### src/rtl/bit_serial_subtractor_pkg.sv
// Shared constants for the bit-serial subtractor slice.
// Latency: n/a (package only).
// Backpressure: n/a (package only).
package sub_pkg;

  // Bits per frame when the top is not overridden.
  localparam int DEFAULT_WIDTH = 8;

  // Width of the in-frame bit counter for the default frame size.
  localparam int CNT_W = $clog2(DEFAULT_WIDTH);

  // Counter width for an arbitrary frame size; never narrower than one bit.
  function automatic int cnt_width(input int w);
    return (w < 2) ? 1 : $clog2(w);
  endfunction

endpackage

### src/rtl/bit_serial_subtractor_if.sv
// Serial operand/result bundle between a bit source and the subtractor.
// Latency: n/a (wires only).
// Backpressure: none; the consumer is always ready.
interface bit_serial_subtractor_if
  import sub_pkg::*;
#(
  parameter int WIDTH = DEFAULT_WIDTH
) ();

  logic             in_valid;
  logic             a_in;
  logic             b_in;
  logic             in_last;
  logic             diff_out;
  logic             diff_valid;
  logic [WIDTH-1:0] word_out;
  logic             borrow_out;
  logic             word_valid;
  logic             frame_err;

  // Bit source side.
  modport master (
    output in_valid, a_in, b_in, in_last,
    input  diff_out, diff_valid, word_out, borrow_out, word_valid, frame_err
  );

  // Subtractor side.
  modport slave (
    input  in_valid, a_in, b_in, in_last,
    output diff_out, diff_valid, word_out, borrow_out, word_valid, frame_err
  );

endinterface

### src/rtl/serial_sub_cell.sv
// One-bit full subtractor with a registered borrow carried between bits.
// Latency: d/br_next are combinational; borrow is stored on each enabled edge.
// Backpressure: none; en simply gates the borrow update.
module serial_sub_cell (
  input  logic clk,
  input  logic rst,
  input  logic en,
  input  logic clr_br,
  input  logic a,
  input  logic b,
  output logic d,
  output logic br_next
);

  logic br_q;
  logic br_eff;

  // Bit 0 of a frame must see no incoming borrow, regardless of what the
  // previous (good, errored or partial) frame left behind.
  assign br_eff  = br_q & ~clr_br;
  assign d       = a ^ b ^ br_eff;
  assign br_next = (~a & b) | (~(a ^ b) & br_eff);

  // Borrow register advances only on accepted bits.
  always_ff @(posedge clk) begin
    if (rst) begin
      br_q <= 1'b0;
    end else if (en) begin
      br_q <= br_next;
    end
  end

endmodule

### src/rtl/bit_serial_subtractor.sv
// LSB-first serial A-B with per-bit output and framed parallel result.
// Latency: 1 cycle for diff_out; word_valid/frame_err 1 cycle after last bit.
// Backpressure: none; a bit is consumed on every edge with in_valid high.
module bit_serial_subtractor
  import sub_pkg::*;
#(
  parameter int WIDTH = DEFAULT_WIDTH
) (
  input  logic                    clk,
  input  logic                    rst,
  bit_serial_subtractor_if.slave  bus
);

  localparam int              BCW      = cnt_width(WIDTH);
  localparam logic [BCW-1:0]  LAST_IDX = BCW'(WIDTH - 1);

  logic [BCW-1:0]   bit_cnt;
  logic [WIDTH-1:0] sreg;
  logic [WIDTH-1:0] sreg_next;
  logic             accept;
  logic             at_last;
  logic             frame_end;
  logic             good;
  logic             bad;
  logic             d;
  logic             br_next;

  logic             diff_q;
  logic             diff_vld_q;
  logic [WIDTH-1:0] word_q;
  logic             borrow_q;
  logic             word_vld_q;
  logic             err_q;

  // Frame position is carried entirely by bit_cnt: a frame closes either on
  // a correct last, an early last, or reaching the final slot without last.
  assign accept    = bus.in_valid;
  assign at_last   = (bit_cnt == LAST_IDX);
  assign frame_end = accept & (at_last | bus.in_last);
  assign good      = accept & at_last & bus.in_last;
  assign bad       = accept & (at_last ^ bus.in_last);
  assign sreg_next = {d, sreg[WIDTH-1:1]};

  serial_sub_cell u_cell (
    .clk     (clk),
    .rst     (rst),
    .en      (accept),
    .clr_br  (bit_cnt == '0),
    .a       (bus.a_in),
    .b       (bus.b_in),
    .d       (d),
    .br_next (br_next)
  );

  // Bit position within the frame; any frame close returns it to bit 0.
  always_ff @(posedge clk) begin
    if (rst) begin
      bit_cnt <= '0;
    end else if (accept) begin
      bit_cnt <= frame_end ? '0 : bit_cnt + 1'b1;
    end
  end

  // Difference bits enter at the MSB so bit 0 holds the LSB after WIDTH shifts.
  always_ff @(posedge clk) begin
    if (rst) begin
      sreg <= '0;
    end else if (accept) begin
      sreg <= sreg_next;
    end
  end

  // Serial result: one valid bit per accepted input, value held when idle.
  always_ff @(posedge clk) begin
    if (rst) begin
      diff_q     <= 1'b0;
      diff_vld_q <= 1'b0;
    end else begin
      diff_vld_q <= accept;
      if (accept) begin
        diff_q <= d;
      end
    end
  end

  // Parallel result updates only on a good frame; errors just pulse.
  always_ff @(posedge clk) begin
    if (rst) begin
      word_q     <= '0;
      borrow_q   <= 1'b0;
      word_vld_q <= 1'b0;
      err_q      <= 1'b0;
    end else begin
      word_vld_q <= good;
      err_q      <= bad;
      if (good) begin
        word_q   <= sreg_next;
        borrow_q <= br_next;
      end
    end
  end

  assign bus.diff_out   = diff_q;
  assign bus.diff_valid = diff_vld_q;
  assign bus.word_out   = word_q;
  assign bus.borrow_out = borrow_q;
  assign bus.word_valid = word_vld_q;
  assign bus.frame_err  = err_q;

endmodule
### src/flat_wrapper.sv
// flat-port wrapper written by rule: the top's interface ports become plain ports
module bit_serial_subtractor_flat import sub_pkg::*;
#(
  parameter int WIDTH = DEFAULT_WIDTH
)
  (clk, rst, bus_in_valid, bus_a_in, bus_b_in, bus_in_last, bus_diff_out, bus_diff_valid, bus_word_out, bus_borrow_out, bus_word_valid, bus_frame_err);
  bit_serial_subtractor_if #(.WIDTH(WIDTH)) bus_i ();
  input  logic clk;
  input  logic rst;
  input wire logic [$bits(bus_i.in_valid)-1:0] bus_in_valid;
  input wire logic [$bits(bus_i.a_in)-1:0] bus_a_in;
  input wire logic [$bits(bus_i.b_in)-1:0] bus_b_in;
  input wire logic [$bits(bus_i.in_last)-1:0] bus_in_last;
  output wire logic [$bits(bus_i.diff_out)-1:0] bus_diff_out;
  output wire logic [$bits(bus_i.diff_valid)-1:0] bus_diff_valid;
  output wire logic [$bits(bus_i.word_out)-1:0] bus_word_out;
  output wire logic [$bits(bus_i.borrow_out)-1:0] bus_borrow_out;
  output wire logic [$bits(bus_i.word_valid)-1:0] bus_word_valid;
  output wire logic [$bits(bus_i.frame_err)-1:0] bus_frame_err;
  assign bus_i.in_valid = bus_in_valid;
  assign bus_i.a_in = bus_a_in;
  assign bus_i.b_in = bus_b_in;
  assign bus_i.in_last = bus_in_last;
  assign bus_diff_out = bus_i.diff_out;
  assign bus_diff_valid = bus_i.diff_valid;
  assign bus_word_out = bus_i.word_out;
  assign bus_borrow_out = bus_i.borrow_out;
  assign bus_word_valid = bus_i.word_valid;
  assign bus_frame_err = bus_i.frame_err;
  bit_serial_subtractor #(.WIDTH(WIDTH)) u_core (.clk(clk), .rst(rst), .bus(bus_i));
endmodule
### config.mk
export PLATFORM = sky130hd
export DESIGN_NAME = bit_serial_subtractor_flat
export DESIGN_NICKNAME = d
export VERILOG_FILES = /design/src/rtl/bit_serial_subtractor_pkg.sv /design/src/rtl/bit_serial_subtractor_if.sv /design/src/rtl/serial_sub_cell.sv /design/src/rtl/bit_serial_subtractor.sv /design/src/flat_wrapper.sv
export SDC_FILE = /design/constraint.sdc
export NUM_CORES = 1
export LEC_CHECK = 0
export ABC_AREA = 1
export CAP_MARGIN = 20
export CORE_MARGIN = 1.5
export CORE_UTILIZATION = 49
export DETAILED_ROUTE_END_ITERATION = 8
export PLACE_DENSITY = 0.78
export SYNTH_ARGS = -nofsm -noshare
export SYNTH_HDL_FRONTEND = slang
export SYNTH_SLANG_ARGS = --single-unit
### constraint.sdc
create_clock -name clk -period 2.1 [get_ports clk]
set_clock_uncertainty 0.15 [all_clocks]
set_input_delay 0.315 -clock clk [delete_from_list [all_inputs] [get_ports clk]]
set_output_delay 0.315 -clock clk [all_outputs]
set_load 0.02 [all_outputs]
# After elaboration in Yosys (flattened, before gate mapping)
# Index checks and enable logic that the tools add are counted.
# totals
word_cells	28
inputBits	6
output_inout_bits	13
regBits	25
# classes
n_mux	1
n_eq_ne	1
addsub	1
n_reduce_logical	1
bitwise	15
# op_table
op	n
$and A1 B1 Y1	7
$add A3 B1 Y3 const B	1
$eq A3 B3 Y1 const B	1
$logic_not A3 Y1	1
$mux W3	1
$not A1 Y1	3
$xor A1 B1 Y1	3
$or A1 B1 Y1	2

# Longest topological paths before layout
# depth
depth_word	5
ltp_mapped	7
ltp_nobuf	7

# Modules after synthesis
# Synthesis repeated with hierarchy kept, for this count alone.
# hier_totals
hier_cells	130
area_unflattened_um2	964.7
# by_module_without_submodules
mod	seq_area_each_um2	instances	cells_each	area_per_inst_um2
bit_serial_subtractor	440.4	1	118	887.1
serial_sub_cell	20.0	1	12	77.6

# Worst setup path before layout
# OpenSTA, ideal clock, no wires.
# synth_path
path_type	reg2reg
start	register u_core.bit_cnt[0]
end	register u_core.word_q[7] (netlist: u_core.bus.word_out[7])
setup_time_ns	0.064
synth_period_minus_slack_ns	1.582
n_path_buf	0
path_stages_with_launch	8
t_arrival_ns	1.368
setup_slack_ns	0.518
t_required_ns	1.886
cell_sequence	dfxtp_1 inv_1 ha_1 a21boi_0 fa_1 inv_1 nor2_1 nor2_1
# synth_via
elab_chain_len	4
elab_cells_between_ends	7
cone_classes	eq/ne (1); bitwise (5); reduce/logical (1)
# synth_lines
element	line	rtl
start: declaration	bit_serial_subtractor.sv:17	logic [BCW-1:0] bit_cnt;
start signal: assignment	bit_serial_subtractor.sv:60	bit_cnt <= frame_end ? '0 : bit_cnt + 1'b1;
$logic_not A3 Y1	bit_serial_subtractor.sv:48	.clr_br (bit_cnt == '0),
$not A1 Y1	serial_sub_cell.sv:20	assign br_eff = br_q & ~clr_br;
$and A1 B1 Y1	serial_sub_cell.sv:20	
$xor A1 B1 Y1	serial_sub_cell.sv:21	assign d = a ^ b ^ br_eff;
end signal: assignment	bit_serial_subtractor.sv:97	word_q <= sreg_next;
end: declaration	bit_serial_subtractor.sv:30	logic [WIDTH-1:0] word_q;
# Parallel ways exist; a longest one is shown, timed or not.
# A chain may end at the register's enable or synchronous reset.

# Final worst setup path
# layout_path
start	register u_core.diff_q (netlist: u_core.bus.diff_out)
end	output bus_diff_out
# layout_rtl
element	line	rtl
start: declaration	bit_serial_subtractor.sv:28	logic diff_q;
start signal: assignment	bit_serial_subtractor.sv:76	diff_q <= 1'b0;
start signal: assignment	bit_serial_subtractor.sv:81	diff_q <= d;
end: declaration	flat_wrapper.sv:14	output wire logic [$bits(bus_i.diff_out)-1:0] bus_diff_out;
# No word-level cell between the ends.

==> run metrics <==
Max Slew Vio Count=0; antenna violations before repair=0; Residual DRC=0; I/O pin count=19; setup_tns=0 ns; largest net degree at the start of global routing=20; DIE AREA=2200 sq um; Largest stage delay, worst path=between 0.6 and 0.7 ns; final worst path period share=about 85%; Startpoint Class=flip-flop; CTS clk-pin slew, worst paths=around 0.12 ns; clock period minus worst slack=1.79 ns; Detailed Routing Iterations Pass 1=4; Via density=roughly 4.6; clk sink count=23; vias in the first global route=approximately 660; flop-to-flop setup slack=between 0.3 and 0.4 ns; hold_buf cts=0; Synth cell types=14; post_cts resized=0; Reg2Reg Depth=7; P&R area growth vs syn=22.7%; Final Setup Violations=0; CP arrival=approximately 1.3 ns; first-iteration detailed-routing DRC count=8; Rel. slew slack=between 60% and 70%; CTS Buf Count=3; Fmax=roughly 560 MHz; post-layout util=65.6%; Cell Pwr Density=roughly 630 nW/um^2; worst-path cell chain=clkdlybuf4s50_1; Hold Path End=u_core.bus.word_out[0]; Starting Density=a little over half; type of the worst setup path=reg2out; die height=~47 microns; worst hold stages=2; Leak=around 0.55 nW; CTS max path bufs=2; n_diodes=0; design area=approximately 1200 sq um; CP Max Fanout=4; Worst Path Required=1.63 ns; Hold Crit Class=reg2reg; Synth Warn #=0; Worst path depth=1; max_cap viols=0; first-pass GRT wire length=roughly 2700 microns; RSZ-0062 raised after global routing=no; antenna-violating nets left=0; Synth Cell Area=approximately 940 sq um; family with the most delay on the worst path=buffers and inverters; Synth Net Count=between 100 and 150; DR WL/cell=9.71 microns; Final HPWL DP=1150 microns; Buffers on Ports=18; DR vias=780; GRT Overall Usage=17.8%; slowest CP cell=clkdlybuf4s50_1; Hold Vio Cnt, Final=0; R2R Path End=u_core.bus.word_out[7]; Core Region=between 1500 and 2000 sq um; Mapped Cells=124; Die W=between 40 and 50 microns; placer congestion estimate=0.812; drt total wl=between 1500 and 2000 microns; Post-CTS Setup Inserts=0; Avg Synthesized Cell Area=7.61 sq um; Worst-Skew Late Latency=a little over 0.3 ns; Setup crit end kind=output port; H-tree depth=1; worst hold path startpoint=u_core.sreg[1]; Worst-Margin Slew=approximately 0.49 ns; worst r2r src=u_core.bit_cnt[0]; layout cells sized above 1=between 3 and 4%; nets=~160; worst path bufs/invs=1; cell area after placement=between 1000 and 1500 sq um; post-synthesis register bit count=23; Peak VDD IR=about 0.46 mV; Root Buffer=clkbuf_4; status=finished clean; sequential-to-total area share from yosys stat=48.8%; GR Overflow Total=0; row count=15; CTS tree=yes
## metrics by stage
step           power (mW)  hold WS, ns  std cells  setup slack (ns)
2_1_floorplan       0.506        0.234        124             0.518
3_3_place_gp        0.531        0.315        164             0.323
3_5_place_dp        0.533        0.318        164             0.307
4_1_cts             0.733        0.347        168             0.302
5_1_grt             0.766        0.382        168             0.227
6_report            0.728        0.342        168             0.311
## synthesized netlist by cell type (all sizes together)
cell	number	area [sq um]
a21oi	4	20.0
inv	18	67.6
a21boi	1	7.51
nand2	21	78.8
ha	4	50.1
dfxtp	23	460
fa	1	20.0
o21ai	9	45.0
buf	4	31.3
nand3	3	27.5
nor2	36	135
## report_power, final
part	internal [mW]	total, mW	switching (mW)
logic	0.0284	0.0641	0.0357
clock network	0.0744	0.204	0.130
registers	0.450	0.459	0.00914
total	0.553	0.728	0.175
## cells in the final DEF (no fill, tap or decap)
cell	synthesis	final
nor2_1	36	36
dfxtp_1	23	23
nand2_1	21	21
inv_1	18	18
clkdlybuf4s50_1	0	18
o21ai_0	9	9
a21oi_1	4	4
ha_1	4	4
clkbuf_4	0	3
nand3_1	2	2
a21boi_0	1	1
nand3_4	1	1
fa_1	1	1
clkbuf_1	0	1
buf_4	2	1
## state kept, by name (all words and copies together), names as in the netlist
name                   count
u_core.bus.borrow_out      1
u_core.u_cell.br_q         1
u_core.bus.diff_valid      1
u_core.bus.word_valid      1
u_core.bus.diff_out        1
u_core.bit_cnt             3
u_core.bus.word_out        8
u_core.sreg                6
u_core.bus.frame_err       1
## how the worst max path moves through the flow
stage,end,slack [ns],startpoint
floorplan,u_core.bus.word_out[7],0.52,u_core.bit_cnt[0]
global placement,u_core.bus.word_out[7],0.32,bus_a_in
detailed placement,u_core.bus.word_out[7],0.31,bus_a_in
CTS,bus_diff_out,0.30,u_core.bus.diff_out
global route,u_core.bus.word_out[7],0.23,u_core.bit_cnt[0]
finish,bus_diff_out,0.31,u_core.bus.diff_out
## per-layer routing
layer	vias to the layer above	part of all wire, %	track usage (%)
met1	342	47	23.2
li1	412	-	-
met3	4	5.8	6.15
met4	0	2.1	8.33
met2	22	45	26.6
met5	-	0	0
## area by class of cell
type                       count  area (sq um)
tap                           25          31.3
inverter                      18          67.6
fill                         174           607
sequential                    23           460
multi-input combinational     79           384
timing repair buffer          19           188
clock buffer                   4          26.3
## cells by family after synthesis
group	count (synthesis)	share of synthesized area (%)
DFF	23	48.8
buffers and inverters	22	10.5
adders and majority gates	5	7.43
and+or+nand+nor	60	25.6
AOI/OAI and AO/OA	14	7.69
Power figures use the tool's default switching activity.
==> RTL edit (same flow settings) <==
`DEFAULT_WIDTH`: 8 -> 4.
--- a/src/rtl/bit_serial_subtractor_pkg.sv
+++ b/src/rtl/bit_serial_subtractor_pkg.sv
@@ -4,7 +4,7 @@
 package sub_pkg;
 
   // Bits per frame when the top is not overridden.
-  localparam int DEFAULT_WIDTH = 8;
+  localparam int DEFAULT_WIDTH = 4;
 
   // Width of the in-frame bit counter for the default frame size.
   localparam int CNT_W = $clog2(DEFAULT_WIDTH);
Ports: changed (resized bus_word_out); port bits go from 19 to 15. No check against the original RTL was run, so the function may have changed too.
==> RTL edit against the original RTL <==
Routed wire length down 39%; largest cell class unchanged; area after synthesis down 37%; via count decreased by 37%; sequential cell count fell by 9; largest power group unchanged; total power fell by 35%; cell area down 35%; combinational power shrank 17%; setup slack improved by 0.064 ns; critical path depth is the same.
==> RTL edit: results (changes against the original RTL) <==
Clock network
  • H-tree depth: 1 (unchanged)
  • Clk slew on worst S/H paths: 0.08 ns (-0.04 ns)
  • Max Root-Sink Buffers: 2 (unchanged)
  • Worst skew pair latency: 0.27 ns (-0.04 ns)
  • Root Buffer: clkbuf_4
  • Post-CTS resize count: 0 (unchanged)
  • Cts bufs inserted: 3 (unchanged)
  • Setup bufs post-CTS: 0 (unchanged)

Logic synthesis
  • Seq/Total Area, Yosys: 47.0% (-1.8 points)
  • Ys Warns: 0 (unchanged)
  • Synth area leaders: dfxtp_1 47%, nor2_1 12%, inv_1 8.2%, nand2_1 7.5%, ha_1 6.3%
  • Post-synth top cells: 19 x nor2_1, 14 x dfxtp_1, 13 x inv_1
  • Post-Synth Adder-Cell Area: 9.64% (+2.2 points)
  • Asr flop ratio synth: 0% (unchanged)
  • Cells after Synth: 76 (-39%)
  • Top_reg_cell synth: dfxtp_1
  • Synth unique cells: 12 (-2)
  • Xor/xnor cell area share of the yosys netlist: 0% (unchanged)
  • Synth Net Count: 86 (-36%)
  • Complex-gate fraction of the synthesized area: 7.55% (-0.15 points)
  • Mux share of post-synthesis cell area: 0% (unchanged)

GRT
  • Vias in the first global route: 389 (-41%)
  • Total global-route track usage: 17.8% (-0.037 points)
  • Initial antenna violation count: 0 (unchanged)
  • Largest net degree at the start of global routing: 12 (-40%)
  • First-pass GRT wire length: 1680 um (-38%)

Placed design
  • Post-place setup slack: 0.286 ns (-0.0205 ns)
  • Placer congestion estimate: 0.775 (-4.5%)
  • Post-DP Area: 732 um^2 (-35%)
  • Hpwl dp: 754 um (-34%)
  • PortBufs: 14 (-4)

Status
  • Status: finished, final reports clean

Final layout
  • Fillers: 101 (-42%)
  • Layout cells sized above 1: 4.40% (+0.90 points)
  • Max FFs per register: 4 (-4)
  • Finished Core Util: 67.0% (+1.4 points)
  • Nets@finish: 103 (-34%)
  • Diodes inserted: 0 (unchanged)
  • Final Instance Count excl. Fillers: 105 (-38%)

Worst setup path
  • Max FO, Critical Path: 4 (unchanged)
  • Slowest stage delay, CP: 0.62 ns (about the same)
  • Crit-path leading delay family: buffers and inverters
  • WP data arrival: 1.26 ns (-0.06 ns)
  • Slowest-stage cell, CP: clkdlybuf4s50_1

Pwr
  • Leakage power: 0.351 nW (-36%)
  • Worst ir drop on vdd: 0.370 mV (-19%)

Die
  • Core Area: 1130 um^2 (-36%)

Min path
  • Hold Crit Class: reg2reg

STA
  • Slew headroom: 76.7% (+9.1 points)
  • Final number of setup-violating endpoints: 0 (unchanged)

Detailed routing
  • DRT iter0 DRCs: 14 (+6)
  • DRT Pass-1 Iters: 4 (unchanged)
  • Via count: 488 (-37%)
  • Total Routed Length: 1000 um (-39%)
## RTL edit: layout make-up
cell class              count  share of cell area, %
flip-flops and latches     14                   37.1
well taps                  14                   2.32
repair buffers             14                   18.6
inverters                  14                   6.97
multi-input cells          46                   32.0
clock buffers               3                   2.99
## RTL edit: cells by family after synthesis
logic type,Yosys count
compound gates,9
buf+inv,16
simple gates,33
fa+ha+maj,4
flops,14
## RTL edit: path summary, 6_finish.rpt
kind | end | startpoint | cells after the start | slack (ns)
max | bus_diff_out | u_core.bus.diff_out | 1 | 0.38
min reg2reg | u_core.u_cell.br_q | u_core.u_cell.br_q | 2 | 0.33
max reg2reg | u_core.bus.word_out[3] | u_core.bit_cnt[0] | 7 | 0.51
min | u_core.u_cell.br_q | u_core.u_cell.br_q | 2 | 0.33
## RTL edit: worst reg2reg max path: stages (launching register included)
cell and delay (ns):
dfxtp_1 0.36, inv_1 0.06, ha_1 0.19, nor2_1 0.13, fa_1 0.45, inv_1 0.07, nor2_1 0.04, nor2_1 0.09
## RTL edit: metal layers
metal | vias to the layer above | part of all wire (%) | wire length [um] | global-route usage, %
li1 | 260 | - | - | -
met1 | 213 | 42 | 417 | 20.5
met2 | 13 | 52 | 526 | 27.6
met3 | 2 | 4.9 | 49 | 5.23
met4 | 0 | 1.0 | 10 | 13.4
met5 | - | 0 | 0 | 0
## RTL edit: report_power, final
group	internal, mW	switching [mW]
sequential	0.275	0.00515
clock	0.0664	0.0769
combinational	0.0247	0.0286
total	0.366	0.111
